<file path="src/rtl/ap_bitserial_tag_seq_pkg.sv">
// ap_bitserial_tag_seq_pkg: opcodes, pass encodings, FSM states and field widths shared with the result array
package ap_bitserial_tag_seq_pkg;
  localparam int DEF_WIDTH = 4;
  localparam int DEF_DEPTH = 4;
  localparam int PASS_W = 3;
  localparam logic [1:0] OP_ADD = 2'd1;
  localparam logic [1:0] OP_SUB = 2'd2;
  localparam logic [PASS_W-1:0] PASS_NONE = 3'd0;
  localparam logic [PASS_W-1:0] PASS1 = 3'd1;
  localparam logic [PASS_W-1:0] PASS2 = 3'd2;
  localparam logic [PASS_W-1:0] PASS3 = 3'd3;
  typedef enum logic [1:0] {IDLE, CMP, WR, DONE} state_t;
endpackage

</file>
<file path="src/rtl/ap_bitserial_tag_seq_if.sv">
// ap_bitserial_tag_seq_if: request, operand and result-array drive signals of the tag sequencer
interface ap_bitserial_tag_seq_if
  import ap_bitserial_tag_seq_pkg::*;
#(
  parameter int DATA_WIDTH = DEF_WIDTH,
  parameter int DATA_DEPTH = DEF_DEPTH
);
  logic start;
  logic [1:0] op;
  logic [DATA_WIDTH*DATA_DEPTH-1:0] Q_A;
  logic [DATA_WIDTH*DATA_DEPTH-1:0] Q_B;
  logic [DATA_DEPTH-1:0] tag;
  logic [DATA_WIDTH-1:0] Mask;
  logic [PASS_W-1:0] Pass;
  logic ABS_opt;
  logic busy;
  logic done;
  logic [DATA_DEPTH-1:0] carry_out;
  modport master (output start, op, Q_A, Q_B, input tag, Mask, Pass, ABS_opt, busy, done, carry_out);
  modport slave (input start, op, Q_A, Q_B, output tag, Mask, Pass, ABS_opt, busy, done, carry_out);
endinterface

</file>
<file path="src/rtl/ap_row_key_match.sv">
// ap_row_key_match: per-row match of (a,b,c) against the pass key, plus majority carry
module ap_row_key_match
  import ap_bitserial_tag_seq_pkg::*;
(
  input  logic a,
  input  logic b,
  input  logic c,
  input  logic [PASS_W-1:0] pass,
  output logic match,
  output logic maj
);
  logic s;
  always_comb begin
    s = a ^ b ^ c;
    match = pass == PASS1 ? (s != a) && !c :
            pass == PASS2 ? (s != a) && c :
            pass == PASS3 ? s == a : 1'b0;
    maj = (a & b) | (a & c) | (b & c);
  end
endmodule

</file>
<file path="src/rtl/ap_bitserial_tag_seq.sv">
// ap_bitserial_tag_seq: bit-serial add/sub sequencer driving tag/Mask/Pass into the result array
module ap_bitserial_tag_seq
  import ap_bitserial_tag_seq_pkg::*;
#(
  parameter int DATA_WIDTH = DEF_WIDTH,
  parameter int DATA_DEPTH = DEF_DEPTH
)(
  input logic clk,
  input logic rst,
  ap_bitserial_tag_seq_if.slave bus
);
  localparam int BW = DATA_WIDTH > 1 ? $clog2(DATA_WIDTH) : 1;
  state_t state;
  logic [BW-1:0] bit_idx;
  logic [PASS_W-1:0] pass;
  logic sub;
  logic [DATA_DEPTH-1:0] carry, match, maj;
  for (genvar i = 0; i < DATA_DEPTH; i++) begin : g_row
    logic [DATA_WIDTH-1:0] qa, qb;
    assign qa = bus.Q_A[i*DATA_WIDTH +: DATA_WIDTH];
    assign qb = bus.Q_B[i*DATA_WIDTH +: DATA_WIDTH];
    ap_row_key_match u_match (
      .a(qa[bit_idx]), .b(qb[bit_idx] ^ sub), .c(carry[i]),
      .pass(pass), .match(match[i]), .maj(maj[i])
    );
  end
  assign bus.ABS_opt = 1'b0;
  always_ff @(posedge clk) begin
    if (rst) begin
      state <= IDLE;
      bit_idx <= '0;
      pass <= PASS1;
      sub <= 1'b0;
      carry <= '0;
      bus.tag <= '0;
      bus.Mask <= '0;
      bus.Pass <= PASS_NONE;
      bus.busy <= 1'b0;
      bus.done <= 1'b0;
      bus.carry_out <= '0;
    end else begin
      case (state)
        IDLE: if (bus.start && (bus.op == OP_ADD || bus.op == OP_SUB)) begin
          state <= CMP;
          bus.busy <= 1'b1;
          bit_idx <= '0;
          pass <= PASS1;
          sub <= bus.op == OP_SUB;
          carry <= {DATA_DEPTH{bus.op == OP_SUB}};
        end
        CMP: begin
          bus.tag <= match;
          bus.Mask <= DATA_WIDTH'(1) << bit_idx;
          bus.Pass <= pass;
          state <= WR;
        end
        WR: begin
          bus.tag <= '0;
          bus.Mask <= '0;
          bus.Pass <= PASS_NONE;
          if (pass != PASS3) begin
            pass <= pass + PASS_W'(1);
            state <= CMP;
          end else begin
            // operands are still stable here, so maj reflects this column's a/b/c
            carry <= maj;
            pass <= PASS1;
            if (bit_idx == BW'(DATA_WIDTH - 1)) begin
              state <= DONE;
              bus.busy <= 1'b0;
              bus.done <= 1'b1;
              bus.carry_out <= maj;
            end else begin
              bit_idx <= bit_idx + BW'(1);
              state <= CMP;
            end
          end
        end
        DONE: begin
          bus.done <= 1'b0;
          state <= IDLE;
        end
      endcase
    end
  end
endmodule
</file>
<file path="src/flat_wrapper.sv">
// flat-port wrapper written by rule: the top's interface ports become plain ports
module ap_bitserial_tag_seq_flat import ap_bitserial_tag_seq_pkg::*;
#(
  parameter int DATA_WIDTH = DEF_WIDTH,
  parameter int DATA_DEPTH = DEF_DEPTH
)
  (clk, rst, bus_start, bus_op, bus_Q_A, bus_Q_B, bus_tag, bus_Mask, bus_Pass, bus_ABS_opt, bus_busy, bus_done, bus_carry_out);
  ap_bitserial_tag_seq_if #(.DATA_WIDTH(DATA_WIDTH), .DATA_DEPTH(DATA_DEPTH)) bus_i ();
  input logic clk;
  input logic rst;
  input wire logic [$bits(bus_i.start)-1:0] bus_start;
  input wire logic [$bits(bus_i.op)-1:0] bus_op;
  input wire logic [$bits(bus_i.Q_A)-1:0] bus_Q_A;
  input wire logic [$bits(bus_i.Q_B)-1:0] bus_Q_B;
  output wire logic [$bits(bus_i.tag)-1:0] bus_tag;
  output wire logic [$bits(bus_i.Mask)-1:0] bus_Mask;
  output wire logic [$bits(bus_i.Pass)-1:0] bus_Pass;
  output wire logic [$bits(bus_i.ABS_opt)-1:0] bus_ABS_opt;
  output wire logic [$bits(bus_i.busy)-1:0] bus_busy;
  output wire logic [$bits(bus_i.done)-1:0] bus_done;
  output wire logic [$bits(bus_i.carry_out)-1:0] bus_carry_out;
  assign bus_i.start = bus_start;
  assign bus_i.op = bus_op;
  assign bus_i.Q_A = bus_Q_A;
  assign bus_i.Q_B = bus_Q_B;
  assign bus_tag = bus_i.tag;
  assign bus_Mask = bus_i.Mask;
  assign bus_Pass = bus_i.Pass;
  assign bus_ABS_opt = bus_i.ABS_opt;
  assign bus_busy = bus_i.busy;
  assign bus_done = bus_i.done;
  assign bus_carry_out = bus_i.carry_out;
  ap_bitserial_tag_seq #(.DATA_WIDTH(DATA_WIDTH), .DATA_DEPTH(DATA_DEPTH)) u_core (.clk(clk), .rst(rst), .bus(bus_i));
endmodule
</file>
<file path="config.mk">
export PLATFORM = sky130hd
export DESIGN_NAME = ap_bitserial_tag_seq_flat
export DESIGN_NICKNAME = d
export VERILOG_FILES = /design/src/rtl/ap_bitserial_tag_seq_pkg.sv /design/src/rtl/ap_bitserial_tag_seq_if.sv /design/src/rtl/ap_row_key_match.sv /design/src/rtl/ap_bitserial_tag_seq.sv /design/src/flat_wrapper.sv
export SDC_FILE = /design/constraint.sdc
export NUM_CORES = 1
export LEC_CHECK = 0
export CORE_ASPECT_RATIO = 0.6
export CORE_MARGIN = 2
export CORE_UTILIZATION = 44
export DETAILED_ROUTE_END_ITERATION = 12
export HOLD_SLACK_MARGIN = 0.15
export PLACE_DENSITY_LB_ADDON = 0.25
export SLEW_MARGIN = 0
export SYNTH_ARGS = -nofsm -noshare
export SYNTH_HDL_FRONTEND = slang
export SYNTH_SLANG_ARGS = --single-unit
</file>
<file path="constraint.sdc">
create_clock -name clk -period 3.4 [get_ports clk]
set_clock_uncertainty 0.1 [all_clocks]
set_input_delay 0.68 -clock clk [delete_from_list [all_inputs] [get_ports clk]]
set_output_delay 0.68 -clock clk [all_outputs]
set_load 0.01 [all_outputs]
</file>
==> flow_metrics.env, run 1 <==
export IMPL_cts_buffers=5
export IMPL_routedWlPerCell_um=13.8
export IMPL_min_from="u_core.bus.carry_out[3]$_SDFFE_PP0P_"
export IMPL_crit_path_max_fanout=11
export IMPL_io_buffers=53
export IMPL_clockRootBuffer="clkbuf_8"
export IMPL_rsz0062_at_grt="false"
export IMPL_worst_setup_path_start_kind="flop"
export IMPL_maxCapViolCount=0
export IMPL_drcViolationCount=0
export IMPL_cts_resized=0
export IMPL_diodes=0
export IMPL_grt_max_degree=19
export IMPL_track_usage_pct=20.5
export IMPL_die_h_um=54.3
export IMPL_die_area_um2=4770
export IMPL_worst_hold_path_endpoint="u_core.bus.carry_out[3]$_SDFFE_PP0P_"
export IMPL_fp_dieW_um=87.8
export IMPL_first_iter_violations=120
export IMPL_htreeDepth=2
export IMPL_cp_end_kind="flop"
export IMPL_io_pin_count=55
export IMPL_synth_edf_count=0
export IMPL_yosys_warnings=0
export IMPL_crit_type="flop to flop"
export IMPL_async_flop_share_pct=0
export IMPL_rr_worst_depth=6
export IMPL_ys_types=35
export IMPL_setup_viol=0
export IMPL_layout_drive_gt1_share_pct=7.20
export IMPL_min_period_ns=2.82
export IMPL_clkTransAtPathRegs_ns=0.06
export IMPL_place_gp_congestion=0.830
export IMPL_finalHoldViolCount=0
export IMPL_hold_depth=2
export IMPL_pre_cts_slack_ns=0.327
export IMPL_clockBufferDepth=2
export IMPL_netlist_instances=200
export IMPL_antenna_found_initial=0
export IMPL_outcome="completed"
export IMPL_hold_buffers=0
export IMPL_clk_latency_ns=0.28
export IMPL_grt_overflow=0
export IMPL_rrSetupSlack_ns=0.58
export IMPL_wl_um=4270
export IMPL_slew_viol_final=0
export IMPL_fin_ws_ns=0.578
export IMPL_cts_sinks=29
export IMPL_synth_fp_nets=252
export IMPL_crit_arrival_ns=2.87
export IMPL_dp_hpwl_um=3290
export IMPL_fmax_mhz=354
export IMPL_leakage_nw=0.948
export IMPL_syn_area_per_cell_um2=9.28
export IMPL_nNetsFinal=302
export IMPL_ys_ff_latch=29
export IMPL_row_count=18
export IMPL_initial_utilization_pct=45.5
export IMPL_grt_pass1_wl_um=7180
export IMPL_max_vdd_ir_drop_v=0.000233
export IMPL_synthFlopType="dfxtp_1"
export IMPL_hold_path_class="flop to flop"
export IMPL_via_count=1579
export IMPL_synthesis_area_um2=1860
export IMPL_cts_setup_buffers=0
export IMPL_routed_via_density=5.09
export IMPL_p_per_area_nw_per_um2=473
export IMPL_regToRegEndpoint="u_core.bus.tag[2]$_SDFFE_PP0P_"
export IMPL_coreArea_um2=4080
export IMPL_num_fill_cells=352
export IMPL_min_period_over_period_pct=83.0
export IMPL_cts_tree="built"
export IMPL_ys_seq_area_share_pct=31.3
export IMPL_syn2layout_area_growth_pct=34.9
export IMPL_setup_tns_ns=0
export IMPL_tightestPinTransition_ns=0.605
export IMPL_drt_antenna_violating_nets=0
export IMPL_grt_pass1_vias=1480
export IMPL_slew_limit_headroom_pct=59.6
export IMPL_r2r_start="u_core.bit_idx[0]$_SDFFE_PP0P_"
export IMPL_drtPass1Iterations=4
export IMPL_worstPathRequired_ns=3.45
## worst max-delay path, cell delays in order, from the launching register on
cell,delay [ns]
dfxtp_1,0.70
mux4_1,0.65
xor2_1,0.17
fa_1,0.54
xor2_2,0.19
mux2i_1,0.24
o32ai_1,0.11
## registers in the layout, indices dropped and copies added (netlist names)
signal                cells
u_core.bus.Mask           4
u_core.bus.Pass           3
u_core.bus.done           1
u_core.bit_idx            2
u_core.state              2
u_core.bus.busy           1
u_core.bus.carry_out      4
u_core.sub                1
u_core.pass               3
u_core.carry              4
u_core.bus.tag            4
## stage by stage
step | cell area (um2) | util [%] | hold slack (ns) | total power (W) | cells
3_3_place_gp | 2420 | 59.3 | 0.349 | 0.000899 | 303
4_1_cts | 2500 | 61.4 | 0.362 | 0.00119 | 310
6_report | 2500 | 61.4 | 0.357 | 0.00118 | 310
5_1_grt | 2500 | 61.4 | 0.393 | 0.00127 | 310
2_1_floorplan | 1860 | - | 0.381 | 0.000736 | 200
3_5_place_dp | 2420 | 59.3 | 0.352 | 0.000908 | 303
## layout make-up
cell class	count	area, um2	area share [%]
Sequential cell	29	581	23.2
Inverter	15	56.3	2.25
Multi-Input combinational cell	144	1160	46.3
Tap cell	60	75.1	3.00
Clock buffer	7	86.3	3.45
Timing Repair Buffer	55	546	21.8
## layout by cell type, fill, tap and decap left out, types with 2 or more instances in the layout
cell type,count
a211oi_1,5
a21oi_1,28
a21o_1,2
mux4_2,4
clkdlybuf4s50_1,53
dfxtp_1,29
ha_1,11
fa_1,4
buf_4,2
nand2b_1,14
nand4_1,2
mux4_1,4
nand2_1,13
xor2_1,4
o21ai_0,3
clkbuf_8,6
o32ai_1,4
nor2_1,16
inv_1,15
nand3_1,4
nor2b_1,6
mux2i_1,5
xor2_2,4
## report_power, final
group,internal [W],switching [W]
clock,0.000160,0.000125
sequential,0.000389,0.0000406
combinational,0.000238,0.000232
total,0.000787,0.000397
## routing by layer
layer,track usage (%),up-vias,routed length (um)
li1,-,787,-
met3,6.18,8,369
met1,29.1,722,2180
met2,29.9,62,1670
met5,0,-,0
met4,6.67,0,49
## cell usage after synthesis, types with 4 or more instances
cell	number	area (um2)
mux4_1	4	105
dfxtp_1	29	581
a21oi_1	28	140
inv_1	15	56.3
clkbuf_1	7	26.3
nor2b_1	6	37.5
xor2_2	4	65.1
nand3_1	4	20.0
o32ai_1	4	35.0
nand2b_1	14	87.6
nor2_1	16	60.1
xor2_1	4	35.0
a211oi_1	5	37.5
mux2i_1	5	50.1
ha_1	11	138
fa_1	4	80.1
nand2_1	13	48.8
mux4_2	4	90.1
## cells by family after synthesis
kind of cell / share of synthesized area [%]
xor+xnor: 5.39
fa+ha+maj: 11.7
other cells: 0.202
buf+inv: 6.27
simple gates: 16.3
flops: 31.3
compound gates: 15.6
mux: 13.2
## worst max path at each step
| stage | startpoint | to | slack, ns | depth (start not counted) |
|---|---|---|---|---|
| 6_report | u_core.bit_idx[0]$_SDFFE_PP0P_ | u_core.bus.tag[2]$_SDFFE_PP0P_ | 0.58 | 6 |
| 5_1_grt | u_core.bit_idx[0]$_SDFFE_PP0P_ | u_core.bus.tag[0]$_SDFFE_PP0P_ | 0.36 | 6 |
| 2_1_floorplan | bus_Q_B[13] | u_core.bus.tag[3]$_SDFFE_PP0P_ | 0.85 | 6 |
| 3_5_place_dp | bus_Q_B[1] | u_core.bus.tag[0]$_SDFFE_PP0P_ | 0.33 | 7 |
| 3_3_place_gp | bus_Q_B[9] | u_core.bus.tag[2]$_SDFFE_PP0P_ | 0.33 | 7 |
| 4_1_cts | u_core.bit_idx[0]$_SDFFE_PP0P_ | u_core.bus.tag[0]$_SDFFE_PP0P_ | 0.55 | 6 |
Power figures use the tool's default switching activity.
==> run 2, diff against run 1 <==
==> constraint.sdc (replaced) <==
create_clock -name clk -period 2.62 [get_ports clk]
set_clock_uncertainty 0.1 [all_clocks]
set_input_delay 0.524 -clock clk [delete_from_list [all_inputs] [get_ports clk]]
set_output_delay 0.524 -clock clk [all_outputs]
set_load 0.01 [all_outputs]
==> flow_metrics.env, run 2 (same netlist as run 1, synthesis figures left out) <==
export IMPL_grt_pass1_wl_um=7560
export IMPL_slew_viol_final=0
export IMPL_clkTransAtPathRegs_ns=0.06
export IMPL_grt_pass1_vias=1561
export IMPL_setup_viol=0
export IMPL_maxCapViolCount=0
export IMPL_coreArea_um2=4080
export IMPL_nNetsFinal=311
export IMPL_crit_arrival_ns=2.61
export IMPL_worst_setup_path_start_kind="input port"
export IMPL_most_common_layout_cells="41 x clkdlybuf4s50_1, 28 x a21oi_1, 28 x dfxtp_1, 16 x nor2_1, 15 x inv_1"
export IMPL_grt_overflow=0
export IMPL_slowest_delay_ns=0.57
export IMPL_rsz0062_at_grt="true"
export IMPL_crit_chain="clkdlybuf4s50_1 > mux4_2 > xor2_1 > fa_1 > xor2_2 > mux2i_1 > o32ai_1"
export IMPL_drtPass1Iterations=4
export IMPL_via_count=1619
export IMPL_regArea_um2=584
export IMPL_fmax_mhz=391
export IMPL_die_h_um=54.3
export IMPL_cts_tree="built"
export IMPL_place_gp_congestion=0.833
export IMPL_antenna_found_initial=0
export IMPL_fp_dieW_um=87.8
export IMPL_htreeDepth=2
export IMPL_drt_antenna_violating_nets=0
export IMPL_worstPathRequired_ns=2.67
export IMPL_routed_via_density=5.06
export IMPL_multi_input_area_um2=1170
export IMPL_dp_hpwl_um=3420
export IMPL_grt_max_degree=30
export IMPL_cts_sinks=29
export IMPL_io_pin_count=55
export IMPL_clk_latency_ns=0.28
export IMPL_max_vdd_ir_drop_v=0.000420
export IMPL_crit_end="u_core.bus.tag[1]$_SDFFE_PP0P_"
export IMPL_clockBufferDepth=2
export IMPL_finalHoldViolCount=0
export IMPL_regToRegEndpoint="u_core.bus.tag[2]$_SDFFE_PP0P_"
export IMPL_crit_type="input port to flop"
export IMPL_hold_path_class="flop to flop"
export IMPL_initial_utilization_pct=45.5
export IMPL_p_per_area_nw_per_um2=605
export IMPL_layout_drive_gt1_share_pct=14.2
export IMPL_setup_tns_ns=0
export IMPL_final_common_cell="clkdlybuf4s50_1"
export IMPL_diodes=0
export IMPL_cp_startpoint="bus_Q_B[4]"
export IMPL_finalPower_w=0.00159
export IMPL_num_fill_cells=356
export IMPL_clockRootBuffer="clkbuf_8"
export IMPL_rr_worst_depth=6
export IMPL_drcViolationCount=0
export IMPL_first_iter_violations=116
export IMPL_routedWlPerCell_um=14.5
export IMPL_outcome="completed"
export IMPL_io_buffers=53
export IMPL_cts_buffers=5
export IMPL_track_usage_pct=21.5
export IMPL_wl_um=4630
export IMPL_min_period_over_period_pct=97.5
export IMPL_min_period_ns=2.56
export IMPL_r2r_start="u_core.bit_idx[1]$_SDFFE_PP0P_"
export IMPL_die_area_um2=4770
export IMPL_crit_path_max_fanout=2
export IMPL_row_count=18
export IMPL_rrSetupSlack_ns=0.15
export IMPL_leakage_nw=1.10
export IMPL_cp_end_kind="flop"
export IMPL_syn2layout_area_growth_pct=41.5
export IMPL_cp_slowest_cell="fa_1"
run 2: worst min path at each step:
stage	to	cells after the start	start	slack (ns)
detailed placement	u_core.bus.carry_out[1]$_SDFFE_PP0P_	2	u_core.bus.carry_out[1]$_SDFFE_PP0P_	0.35
CTS	u_core.bus.carry_out[1]$_SDFFE_PP0P_	2	u_core.bus.carry_out[1]$_SDFFE_PP0P_	0.36
global route	u_core.bus.carry_out[2]$_SDFFE_PP0P_	2	u_core.bus.carry_out[2]$_SDFFE_PP0P_	0.39
finish	u_core.bus.carry_out[3]$_SDFFE_PP0P_	2	u_core.bus.carry_out[3]$_SDFFE_PP0P_	0.36
global placement	u_core.bus.carry_out[1]$_SDFFE_PP0P_	2	u_core.bus.carry_out[1]$_SDFFE_PP0P_	0.35
floorplan	u_core.bus.carry_out[0]$_SDFFE_PP0P_	2	u_core.bus.carry_out[0]$_SDFFE_PP0P_	0.38
run 2: through the flow:
stage                     util [%]  instance area, um2  std cells  hold slack [ns]  setup WS [ns]
after CTS                     63.4                2590        320            0.359         0.0295
final                         64.4                2630        320            0.360         0.0648
after detailed placement      60.9                2480        312            0.349         -0.261
after global routing          64.4                2630        320            0.387       -0.00991
after global placement        60.9                2480        312            0.347         -0.258
after floorplan                  -                1860        200            0.381          0.175
run 2: layout make-up:
class | count | share of cell area (%)
inverters | 15 | 2.14
well taps | 60 | 2.86
flip-flops and latches | 29 | 22.2
clock inverters | 1 | 0.191
multi-input cells | 144 | 44.4
repair buffers | 64 | 24.5
clock buffers | 7 | 3.67
run 2: routing by layer:
layer  wire length (um)  vias to the layer above  part of all wire [%]  global-route usage (%)
met5                  0                        -                     0                       0
met4                 17                        0                  0.37                    5.38
met3                412                        3                   8.9                    6.94
met2               1910                       66                    41                    32.1
met1               2280                      755                    49                    30.4
li1                   -                      795                     -                       -
run 2: what timing repair did:
item	CTS	global route
resized for setup	1	20
setup endpoints to repair	4	4
setup buffers	0	0
hold buffers	0	0
gates cloned	0	0
pin swaps	0	12
run 2: worst max-delay path: cells and delay by family:
| family | cells | cell delay [ns] |
|---|---|---|
| buf+inv | 1 | 0.40 |
| xor+xnor | 2 | 0.34 |
| mux | 2 | 0.67 |
| compound gates | 1 | 0.10 |
| fa+ha+maj | 1 | 0.57 |
run 2: report_power, final:
part	switching [W]	internal (W)	total [W]
logic	0.000308	0.000317	0.000625
clock network	0.000169	0.000237	0.000406
registers	0.0000524	0.000505	0.000557
==> patch 1: new RTL, config.mk and constraints of run 1 <==
Re-encode `state_t` (4 states) as one-hot, 4 bits wide.
--- a/src/rtl/ap_bitserial_tag_seq_pkg.sv
+++ b/src/rtl/ap_bitserial_tag_seq_pkg.sv
@@ -11,3 +11,3 @@
   localparam logic [PASS_W-1:0] PASS3 = 3'd3;
-  typedef enum logic [1:0] {IDLE, CMP, WR, DONE} state_t;
+  typedef enum logic [3:0] {IDLE = 4'b0001, CMP = 4'b0010, WR = 4'b0100, DONE = 4'b1000} state_t;
 endpackage
Check against the original RTL: no difference found for any inputs over 10 cycles, from zero or initial values and one cycle with rst high; not proved beyond that.
==> patch 1 against run 1 <==
  * Via count is 4.1% higher
  * Cell area is 1.4% higher
  * Critical path depth stayed put
  * Sequential cell count is 2 higher
  * Wire length is 1.3% lower
  * Critical endpoint is now u_core.bus.tag[2]
  * Die area is 1.6% higher
  * Synthesized area is 1.8% higher
  * Worst hold slack worse by 3.6 ps
  * Global-route usage is 0.94 points lower
  * Count of clock-buffer cells in the layout is 1 lower
  * Highest routed layer unchanged
  * Worst setup slack better by 200 ps
Power is not compared: it rests on default switching activity, and its combinational part moved more than twofold at a synthesized area within 25%.
==> patch 1: results (changes against run 1) <==
status finished, final reports clean; vias in the first global route 1602 (+8.2%); Post-Syn Nets 251 (-0.40%); post_cts resized 0 (unchanged); sequential cell area fraction in the yosys report 32.9% (+1.6 points); post-synthesis cell type count 41 (+17%); Global Route Usage Sum 19.6% (-0.94 points); antenna violations before repair 0 (unchanged); Pleak 0.896 nW; wire length on met3 340 um (-7.9%); GRT met2 Usage 30.1% (+0.15 points); largest net degree at the start of global routing 20 (+1); Syn Area/Cell 9.35 um^2 (+0.75%); Slew @ Worst Pin 744 ps (+139 ps); Synth Flop Type dfxtp_1; met3 usage 6.03% (-0.15 points); worst vdd ir 0.000177 V; post-synth top area share 32.9% (+1.6 points); Skew-Pair Late Insertion Delay 280 ps (about the same); Ys Warns 0 (unchanged); leading cell types by count after synthesis dfxtp_1 (31), nand2_1 (31), nor2_1 (16); dpl cell area 2450 um^2 (+1.5%); grt met1 use 26.3% (-2.8 points); uppermost layer routed met4; Async S/R FF share, synth 0% (unchanged); crit path max fanout 13 (+2); Worst EP arrival 2730 ps (-140 ps); Hold Path Class flip-flop to flip-flop; most area-consuming cells after synthesis dfxtp_1 (33%), mux4_2 (9.5%), nand2_1 (6.2%), ha_1 (5.3%), fa_1 (4.2%); root buffer cell clkbuf_8; initial drt markers 77 (-36%); CTS clock-pin slew for the worst setup and hold paths 70 ps; DRT met1 WL 2.00 mm (-8.1%); Filler Cells Inserted 359 (+2.0%); Final nets 301 (-0.33%); Clock Path Buffers 2 (unchanged); layout cell share with drive strength beyond 1 10.3% (+3.1 points); CTS buffer count 5 (unchanged); dpl hpwl 3.22 mm (-2.1%); routed vias/inst 5.25 (+3.1%); number of diodes 0 (unchanged); DRT Wirelength 4.22 mm (-1.3%); postcts setup bufs 0 (unchanged); Cells after DPL 305 (+0.66%); met2 wire len 1.84 mm (+10%); H-tree depth 2 (unchanged); Placer Congestion 0.754 (-9.2%); Buffers on Ports 53 (unchanged); first-pass GRT wire length 7.11 mm (-1.0%); Pre-antenna DRT Iters 4 (unchanged); wire length per cell 13.5 um (-2.2%)
-- patch 1: stage by stage --
step | hold slack, ps | setup slack [ps]
after floorplan | 356 | 1070
after global placement | 344 | 600
after detailed placement | 347 | 591
after CTS | 356 | 732
after global routing | 368 | 540
final | 353 | 783
-- patch 1: final cells by class --
| cell class | count | area, um^2 | share of cell area (%) |
|---|---|---|---|
| clock buffers | 6 | 72.6 | 2.86 |
| clock inverters | 2 | 12.5 | 0.493 |
| inverters | 8 | 30.0 | 1.18 |
| multi-input cells | 149 | 1170 | 46.0 |
| flip-flops and latches | 31 | 621 | 24.5 |
| well taps | 60 | 75.1 | 2.96 |
| repair buffers | 57 | 561 | 22.1 |
-- patch 1: worst max-delay path: stages, from the launching register on --
cell	delay [ps]
dfxtp_1	770
mux4_2	600
xor2_1	170
fa_1	440
xnor2_1	260
nand2_1	110
o211ai_2	90
-- patch 1: cells by family after synthesis --
kind of cell | count (synthesis) | synth area share, %
fa+ha+maj | 12 | 9.54
flops | 31 | 32.9
buf+inv | 22 | 5.37
xor+xnor | 9 | 4.17
simple gates | 76 | 21.8
mux | 13 | 12.2
compound gates | 38 | 13.9
other cells | 1 | 0.199
-- patch 1: worst paths after layout --
check	cells past startpoint	from	slack, ps	endpoint
worst max register to register	6	u_core.bit_idx[0]	780	u_core.bus.tag[2]
worst min-delay path	2	u_core.bus.Pass[2]	350	u_core.bus.Pass[2]
worst max-delay path	6	u_core.bit_idx[0]	780	u_core.bus.tag[2]
worst min register to register	2	u_core.bus.Pass[2]	350	u_core.bus.Pass[2]
-- patch 1: where the power goes --
| part | switching [mW] | internal, mW |
|---|---|---|
| Combinational | 0.0684 | 0.0939 |
| Sequential | 0.0229 | 0.376 |
| Clock | 0.138 | 0.143 |
==> patch 2: new RTL, settings of run 1 <==
Without the edit above. Change the package constant `PASS_W` from 3 to 6.
--- a/src/rtl/ap_bitserial_tag_seq_pkg.sv
+++ b/src/rtl/ap_bitserial_tag_seq_pkg.sv
@@ -4,3 +4,3 @@
   localparam int DEF_DEPTH = 4;
-  localparam int PASS_W = 3;
+  localparam int PASS_W = 6;
   localparam logic [1:0] OP_ADD = 2'd1;
Ports: changed (resized bus_Pass); port bits go from 55 to 58. No check against the original RTL was run, so the function may have changed too.
==> patch 2 against run 1 <==
  * Sequential share of layout area rose by 1.6 points
  * Wire length rose by 21%
  * Power rose by 5.6%
  * Highest routed layer unchanged
  * Critical path type unchanged
  * Synthesized cell count rose by 12%
  * Worst hold slack improved by 11 ps
  * Largest power group is now registers
  * Sequential cell count rose by 6
  * Cell area rose by 13%
  * Worst setup slack improved by 55 ps
  * Synthesized area rose by 14%
==> patch 2: results (changes against run 1) <==
Vias 1812 (+15%); Pre-antenna DRT Iters 4 (unchanged); sequential cell area fraction in the yosys report 33.0% (+1.8 points); Global Route Usage Sum 20.5% (about the same); P_seq 484 uW (+13%); wire length per cell 15.1 um (+9.7%); Total Power 1.25 mW (+5.6%); clk pwr 335 uW (+18%); post_cts resized 0 (unchanged); Placer Congestion 0.810 (-2.4%); first-pass GRT wire length 8.52 mm (+19%); FF-to-FF path depth 6 (unchanged); vias in the first global route 1680 (+14%); max-slew violations 0 (unchanged); crit path max fanout 8 (-3); worst hold slack 368 ps (+11.5 ps); CTS buffer count 5 (unchanged); post-synthesis mux area share 14.2% (+0.94 points); crit path to u_core.bus.tag[3]; Tmin final 2770 ps (-55.2 ps); Worst EP arrival 2850 ps (-20 ps); Post-Syn Nets 276 (+9.5%); flop-to-flop setup slack 630 ps (+60 ps); Slew @ Worst Pin 591 ps (-13.9 ps); Synth Area in Compound Gates 14.8% (-0.84 points); Final nets 330 (+9.3%); root buffer cell clkbuf_8; Pleak 1.05 nW (+11%); worst vdd ir 0.000256 V (+9.6%); leading cell types by count after synthesis dfxtp_1 (35), a21oi_1 (21), nor2_1 (15); Filler Cells Inserted 402 (+14%); Syn Inst Count 224 (+12%); Synth Area in Adders 10.3% (-1.5 points); dpl hpwl 3.95 mm (+20%); post-synthesis cell type count 44 (+26%); initial drt markers 98 (-18%); Buffers on Ports 56 (+5.7%); status finished, final reports clean; Place WS 377 ps (+49.4 ps); layout cell share with drive strength beyond 1 9.32% (+2.1 points); largest net degree at the start of global routing 28 (+9); Post-Synth XOR/XNOR Area 3.30% (-2.1 points); dpl cell area 2720 um^2 (+13%); Switching Share 32.3% (-1.3 points); most area-consuming cells after synthesis dfxtp_1 (33%), mux4_2 (8.5%), ha_1 (6.5%), mux2i_1 (5.7%), a21oi_1 (5.0%)
[patch 2: cell types whose count changed in the layout (fill, tap and decap cells not counted), sizes merged, moves of 5 or more]
cell	change
o21ai	+7
mux2i	+7
nand2	-5
dfxtp	+6
nand2b	-7
a21oi	-7
nor4	+6
nand3	+8
[patch 2: cell type report]
| type | instances | area [um^2] | share of cell area (%) |
|---|---|---|---|
| tap | 63 | 78.8 | 2.79 |
| multi-input combinational | 163 | 1300 | 46.2 |
| inverter | 13 | 48.8 | 1.73 |
| timing repair buffer | 60 | 591 | 20.9 |
| clock buffer | 8 | 100 | 3.55 |
| sequential | 35 | 701 | 24.8 |
[patch 2: how the worst min path moves through the flow]
stage                       start                  to
6_report       u_core.bus.Pass[5]  u_core.bus.Pass[5]
4_1_cts        u_core.bus.Pass[1]  u_core.bus.Pass[1]
3_3_place_gp   u_core.bus.Pass[3]  u_core.bus.Pass[3]
2_1_floorplan     u_core.state[0]     u_core.state[1]
3_5_place_dp   u_core.bus.Pass[1]  u_core.bus.Pass[1]
5_1_grt        u_core.bus.Pass[5]  u_core.bus.Pass[5]
[patch 2: stage by stage]
stage          utilization (%)  instances
2_1_floorplan                -        224
3_3_place_gp              59.0        334
3_5_place_dp              59.0        334
6_report                  61.2        342
4_1_cts                   61.2        342
5_1_grt                   61.2        342
[patch 2: layer usage]
| metal | global-route usage [%] | share of wire [%] | vias to the layer above |
|---|---|---|---|
| met1 | 32.9 | 52 | 841 |
| met3 | 4.55 | 6.4 | 5 |
| met2 | 28.1 | 41 | 51 |
| met4 | 4.35 | 0.62 | 0 |
| li1 | - | - | 915 |
| met5 | 0 | 0 | - |
[patch 2: worst max-delay path: stages, from the launching register on]
cell,delay [ps]
dfxtp_1,640
buf_4,240
mux4_2,550
fa_1,480
xnor2_1,290
nor4_1,100
a221o_1,260
